## src/rtl/mskaes_128bits_round_ctrl_if.sv

```systemverilog
// mskaes_128bits_round_ctrl_if: handshake, randomness and datapath-control bundle of the AES round controller
// MSKAES_CTRL_TRIG_EN adds the trig signal.
interface mskaes_128bits_round_ctrl_if #(
    parameter int d = 2
);
    logic           in_valid;
    logic           in_ready;
    logic           out_valid;
    logic           out_ready;
    logic           rnd_valid;
    logic           rnd_en;
    logic           sel_init;
    logic           sel_last;
    logic           state_en;
    logic [8*d-1:0] sh_RCON;
    logic [3:0]     round;
    logic           busy;
    logic           err;
`ifdef MSKAES_CTRL_TRIG_EN
    logic           trig;
`endif
    modport slave (
        input  in_valid, out_ready, rnd_valid,
        output in_ready, out_valid, rnd_en, sel_init, sel_last, state_en, sh_RCON, round, busy, err
`ifdef MSKAES_CTRL_TRIG_EN
        , output trig
`endif
    );
    modport master (
        output in_valid, out_ready, rnd_valid,
        input  in_ready, out_valid, rnd_en, sel_init, sel_last, state_en, sh_RCON, round, busy, err
`ifdef MSKAES_CTRL_TRIG_EN
        , input trig
`endif
    );
endinterface

```

## src/rtl/mskaes_128bits_round_ctrl.sv

```systemverilog
// mskaes_128bits_round_ctrl: sequences 10 passes of the masked AES-128 round datapath for one block
// MSKAES_CTRL_TRIG_EN adds a registered trig output that is high during pass 1.
module mskaes_128bits_round_ctrl #(
    parameter int d       = 2,
    parameter int LATENCY = 4
) (
    input logic                        clk,
    input logic                        rst_n,
    mskaes_128bits_round_ctrl_if.slave io_ctrl
);
    typedef enum logic [1:0] {IDLE, RUN, DONE} state_t;
    localparam logic [3:0] C_LAST = 4'(LATENCY - 1);
    // byte p holds the round constant of pass p; byte 0 and bytes 11..15 are unused
    localparam logic [127:0] RCON_TBL = {40'h0, 80'h361b8040201008040201, 8'h00};
    state_t     r_st;
    logic [3:0] r_p;
    logic [3:0] r_c;
    logic       r_err;
    logic       w_idle;
    logic       w_run;
    logic       w_load;
    logic       w_cap;
    logic [7:0] w_rc;
    assign w_idle = rst_n && r_st == IDLE;
    assign w_run  = r_st == RUN;
    assign w_load = w_run && r_c == C_LAST;
    assign w_cap  = w_idle && io_ctrl.in_valid && io_ctrl.rnd_valid;
    assign w_rc   = w_run ? RCON_TBL[{r_p, 3'b000} +: 8] : 8'h00;
    always_ff @(posedge clk or negedge rst_n) begin
        if (!rst_n) begin
            r_st  <= IDLE;
            r_p   <= 4'd0;
            r_c   <= 4'd0;
            r_err <= 1'b0;
        end else begin
            r_err <= w_run && !io_ctrl.rnd_valid;
            case (r_st)
                IDLE: if (w_cap) begin
                    r_st <= RUN;
                    r_p  <= 4'd1;
                    r_c  <= 4'd0;
                end
                RUN: if (!io_ctrl.rnd_valid) begin
                    // the gadget pipelines cannot stall, so an underrun kills the block
                    r_st <= IDLE;
                    r_p  <= 4'd0;
                    r_c  <= 4'd0;
                end else begin
                    r_c <= w_load ? 4'd0 : r_c + 4'd1;
                    if (w_load && r_p == 4'd10) r_st <= DONE;
                    else if (w_load) r_p <= r_p + 4'd1;
                end
                DONE: if (io_ctrl.out_ready) begin
                    r_st <= IDLE;
                    r_p  <= 4'd0;
                end
                default: r_st <= IDLE;
            endcase
        end
    end
    assign io_ctrl.in_ready  = w_idle && io_ctrl.rnd_valid;
    assign io_ctrl.sel_init  = w_cap;
    assign io_ctrl.state_en  = w_cap || w_load;
    assign io_ctrl.rnd_en    = w_run;
    assign io_ctrl.sel_last  = w_run && r_p == 4'd10;
    assign io_ctrl.out_valid = r_st == DONE;
    assign io_ctrl.busy      = r_st != IDLE;
    assign io_ctrl.round     = r_p;
    assign io_ctrl.err       = r_err;
    assign io_ctrl.sh_RCON   = (8*d)'(w_rc);
`ifdef MSKAES_CTRL_TRIG_EN
    logic r_trig;
    always_ff @(posedge clk or negedge rst_n) begin
        if (!rst_n) r_trig <= 1'b0;
        else r_trig <= w_cap || (w_run && io_ctrl.rnd_valid && r_p == 4'd1 && r_c != C_LAST);
    end
    assign io_ctrl.trig = r_trig;
`endif
endmodule

```

## src/flat_wrapper.sv

```systemverilog
// flat-port wrapper written by rule: the top's interface ports become plain ports
module mskaes_128bits_round_ctrl_flat 
#(
    parameter int d       = 2,
    parameter int LATENCY = 4
)
  (clk, rst_n, io_ctrl_in_valid, io_ctrl_out_ready, io_ctrl_rnd_valid, io_ctrl_in_ready, io_ctrl_out_valid, io_ctrl_rnd_en, io_ctrl_sel_init, io_ctrl_sel_last, io_ctrl_state_en, io_ctrl_sh_RCON, io_ctrl_round, io_ctrl_busy, io_ctrl_err);
  mskaes_128bits_round_ctrl_if #(.d(d)) io_ctrl_i ();
  input logic clk;
  input logic rst_n;
  input wire logic [$bits(io_ctrl_i.in_valid)-1:0] io_ctrl_in_valid;
  input wire logic [$bits(io_ctrl_i.out_ready)-1:0] io_ctrl_out_ready;
  input wire logic [$bits(io_ctrl_i.rnd_valid)-1:0] io_ctrl_rnd_valid;
  output wire logic [$bits(io_ctrl_i.in_ready)-1:0] io_ctrl_in_ready;
  output wire logic [$bits(io_ctrl_i.out_valid)-1:0] io_ctrl_out_valid;
  output wire logic [$bits(io_ctrl_i.rnd_en)-1:0] io_ctrl_rnd_en;
  output wire logic [$bits(io_ctrl_i.sel_init)-1:0] io_ctrl_sel_init;
  output wire logic [$bits(io_ctrl_i.sel_last)-1:0] io_ctrl_sel_last;
  output wire logic [$bits(io_ctrl_i.state_en)-1:0] io_ctrl_state_en;
  output wire logic [$bits(io_ctrl_i.sh_RCON)-1:0] io_ctrl_sh_RCON;
  output wire logic [$bits(io_ctrl_i.round)-1:0] io_ctrl_round;
  output wire logic [$bits(io_ctrl_i.busy)-1:0] io_ctrl_busy;
  output wire logic [$bits(io_ctrl_i.err)-1:0] io_ctrl_err;
  assign io_ctrl_i.in_valid = io_ctrl_in_valid;
  assign io_ctrl_i.out_ready = io_ctrl_out_ready;
  assign io_ctrl_i.rnd_valid = io_ctrl_rnd_valid;
  assign io_ctrl_in_ready = io_ctrl_i.in_ready;
  assign io_ctrl_out_valid = io_ctrl_i.out_valid;
  assign io_ctrl_rnd_en = io_ctrl_i.rnd_en;
  assign io_ctrl_sel_init = io_ctrl_i.sel_init;
  assign io_ctrl_sel_last = io_ctrl_i.sel_last;
  assign io_ctrl_state_en = io_ctrl_i.state_en;
  assign io_ctrl_sh_RCON = io_ctrl_i.sh_RCON;
  assign io_ctrl_round = io_ctrl_i.round;
  assign io_ctrl_busy = io_ctrl_i.busy;
  assign io_ctrl_err = io_ctrl_i.err;
  mskaes_128bits_round_ctrl #(.d(d), .LATENCY(LATENCY)) u_core (.clk(clk), .rst_n(rst_n), .io_ctrl(io_ctrl_i));
endmodule
```

## config.mk

```make
export PLATFORM = sky130hd
export DESIGN_NAME = mskaes_128bits_round_ctrl_flat
export DESIGN_NICKNAME = d
export VERILOG_FILES = /design/src/rtl/mskaes_128bits_round_ctrl_if.sv /design/src/rtl/mskaes_128bits_round_ctrl.sv /design/src/flat_wrapper.sv
export SDC_FILE = /design/constraint.sdc
export NUM_CORES = 1
export LEC_CHECK = 0
export ABC_AREA = 1
export CORE_MARGIN = 2
export CORE_UTILIZATION = 45
export DETAILED_ROUTE_END_ITERATION = 16
export PLACE_DENSITY_LB_ADDON = 0.1
export SLEW_MARGIN = 20
export SYNTH_ARGS = -nofsm -noshare
export SYNTH_HDL_FRONTEND = slang
export SYNTH_SLANG_ARGS = --single-unit
```

## constraint.sdc

```tcl
create_clock -name clk -period 1.9 [get_ports clk]
set_input_delay 0.38 -clock clk [delete_from_list [all_inputs] [get_ports clk]]
set_output_delay 0.38 -clock clk [all_outputs]
set_load 0.05 [all_outputs]
```

==> flow_summary.json <==
{
  "status": "finished with violations",
  "violations": "negative setup slack",
  "path_cells": "inv_2 -> ha_4 -> inv_2 -> o21ai_2 -> nand2_2 -> nor2_4 -> buf_12",
  "fmax_mhz": 523.1,
  "grt_max_degree": 11,
  "track_usage_pct": 22.86,
  "synthDistinctLibCells": 27,
  "drv_slew": 0,
  "overflow": 0,
  "htreeDepth": 1,
  "r2r.worst_path.cells": 9,
  "synth_top_area_cell": "dfrtp_1",
  "rsz0062_at_grt": "true",
  "power.static_leakage_nw": 0.8198,
  "fin_cells": 212,
  "firstDrtPassIters": 4,
  "cp.arrival_ps": 1530,
  "worst-path-buf-inv": 3,
  "required_ps": 1520,
  "fp.dieH_um": 51.22,
  "grt_pass1_vias": 1012,
  "clkTransAtPathRegs_ps": 60,
  "worstSetupEndpointType": "primary output",
  "startpoint": "u_core.io_ctrl.round[1]",
  "start_util_pct": 46.25,
  "area_growth_pct": 67.58,
  "syn_area_per_cell_um2": 7.168,
  "maxCapViolCount": 0,
  "path_max_fanout": 5,
  "combPwrFrac_pct": 76.4,
  "p_seq_share_pct": 17.0,
  "crit_family": "flip-flops",
  "power_density_mw_per_mm2": 1365,
  "max_stage_delay_ps": 410,
  "synth_edf_count": 0,
  "io_buffers": 24,
  "yosys-top-cells-area": "dfrtp_1 (27%), ha_1 (15%), nand2_1 (13%), inv_1 (6.7%), buf_4 (6.0%)",
  "cts.sinks": 11,
  "holdBufCountCts": 0,
  "drtIter0Drc": 6,
  "io_pins": 33,
  "fin_crit_ps": 1912,
  "die_area_mm2": 0.002623,
  "ys_async_sr_fraction_pct": 100.0,
  "synth_top_cell_area_share_pct": 27.43,
  "crit_type": "reg -> out",
  "fillCellCount": 163,
  "wire_per_inst_um": 12.25,
  "clk_path_buf_depth": 2,
  "slowest_stage": "dfrtp_2",
  "peakVddDrop_mv": 1.045,
  "diodes": 0,
  "routed_via_density": 4.882,
  "p_switching_w": 0.001170,
  "layout.nets": 202,
  "dieWidth_um": 51.22,
  "insertion_delay_ps": 270,
  "syn-cell-area_mm2": 0.001003,
  "whs_ps": 490.7,
  "fin_ws_ps": -11.70,
  "fin_worst_skew_ps": 3.758,
  "final_cell_mix": "nand2_1 (30), buf_4 (24), buf_12 (15)",
  "cts-root-buf": "clkbuf_4",
  "r2r_start": "u_core.r_st[0]",
  "cts_buffers": 3,
  "row_count": 17,
  "min_period_over_period_pct": 100.6,
  "mostFrequentLayoutCell": "nand2_1",
  "crit_top_cell": "inv_2",
  "ys.flop_type": "dfrtp_1",
  "hold_viol_final": 0,
  "hold_path_class": "in -> async",
  "antenna_found_initial": 0,
  "vias": 1035,
  "core_mm2": 0.002170,
  "post-route-drc-count": 0,
  "gp_congestion": 0.8640,
  "grt_pass1_wl_mm": 4.485,
  "yosysSeqAreaShare_pct": 27.43,
  "dp.cells": 193,
  "hpwl_mm": 1.909,
  "totalWireLength_mm": 2.597,
  "setup_violations": 3,
  "yosys_register_bits": 11,
  "switching_share_pct": 50.96,
  "layout-drive-gt1-share_pct": 50.54,
  "yosys_warnings": 0,
  "start_kind": "flip-flop",
  "syn_inst": 140,
  "p_clk_share_pct": 6.7,
  "power.internal_w": 0.001126,
  "cts_tree": "built",
  "crit_cells": 7,
  "antenna_left": 0
}
[metal layers]
metal	vias to the layer above	routed length, µm	global-route usage [%]
li1	510	-	-
met1	487	1102	28.52
met2	31	1312	38.74
met3	7	147	5.848
met4	0	35	7.018
met5	-	0	0
[registers in the layout, summed over array words and instances (netlist names)]
name                  count
u_core.io_ctrl.round      4
u_core.io_ctrl.err        1
u_core.r_st               2
u_core.r_c                4
[worst paths after layout]
kind                            slack (ps)                 endpoint
min in group clk                       550            u_core.r_c[3]
worst max register to register         320  u_core.io_ctrl.round[2]
max in group asynchronous             1270           u_core.r_st[0]
worst max-delay path                   -10       io_ctrl_sh_RCON[4]
worst min register to register         550            u_core.r_c[3]
worst min-delay path                   490       u_core.io_ctrl.err
[cell usage after synthesis, types with 2 or more instances]
master    n
nand2_2   3
nor2_1   13
dfrtp_1  11
o21ai_2   2
o21ai_0   3
nand3_1   9
inv_1    18
nand2_1  35
buf_6     2
o21ai_1   2
nand4_1   2
nor2_4    2
a21oi_1   5
ha_1     12
inv_2     2
buf_4     8
[power groups by stage]
| stage | sequential (W) | clock, W | combinational [W] |
|---|---|---|---|
| 2_1_floorplan | 0.000479 | 0 | 0.000878 |
| 3_3_place_gp | 0.000391 | 0 | 0.00137 |
| 3_5_place_dp | 0.000398 | 0 | 0.00138 |
| 4_1_cts | 0.000377 | 0.000161 | 0.00167 |
| 5_1_grt | 0.000398 | 0.000174 | 0.00187 |
| 6_report | 0.000389 | 0.000153 | 0.00175 |
[worst reg2reg max path: cells and delay by family, from the launching register on]
| kind | cells | cell delay (ps) |
|---|---|---|
| adder cells (fa/ha/maj) | 1 | 270 |
| flip-flops | 1 | 460 |
| buffers and inverters | 3 | 310 |
| AND/OR/NAND/NOR | 5 | 480 |
[final cells by class]
cell class,count,area [µm²],area share [%]
Sequential cell,11,280.3,16.67
Tap cell,28,35.03,2.083
Timing Repair Buffer,44,530.5,31.55
Multi-Input combinational cell,103,720.7,42.86
Inverter,22,88.84,5.283
Clock buffer,4,26.28,1.563
[cells by family after synthesis]
| group | count (synthesis) | share of synthesized area (%) |
|---|---|---|
| DFF | 11 | 27.43 |
| AOI/OAI and AO/OA | 15 | 8.853 |
| other | 1 | 0.3737 |
| buffers and inverters | 33 | 17.33 |
| adders and majority gates | 12 | 14.96 |
| and+or+nand+nor | 68 | 31.05 |
[through the flow]
stage / TNS [ps] / area (µm²) / util, % / worst slack [ps] / power, W
after global placement: 0 / 1479 / 68.17 / 126.6 / 0.001759
after global routing: -381.2 / 1682 / 77.51 / -99.77 / 0.002443
after detailed placement: 0 / 1479 / 68.17 / 79.41 / 0.001782
after floorplan: -147.2 / 1114 / - / -147.2 / 0.001357
final: -24.63 / 1682 / 77.51 / -11.70 / 0.002296
after CTS: -48.49 / 1643 / 75.72 / -25.32 / 0.002210
[what timing repair did]
item | in CTS | in global routing
pin swaps | 7 | 5
setup buffers | 11 | 4
gates cloned | 0 | 0
gates resized for setup | 20 | 5
setup endpoints to repair | 11 | 8
Note: power is estimated with default switching activity, not from simulation.
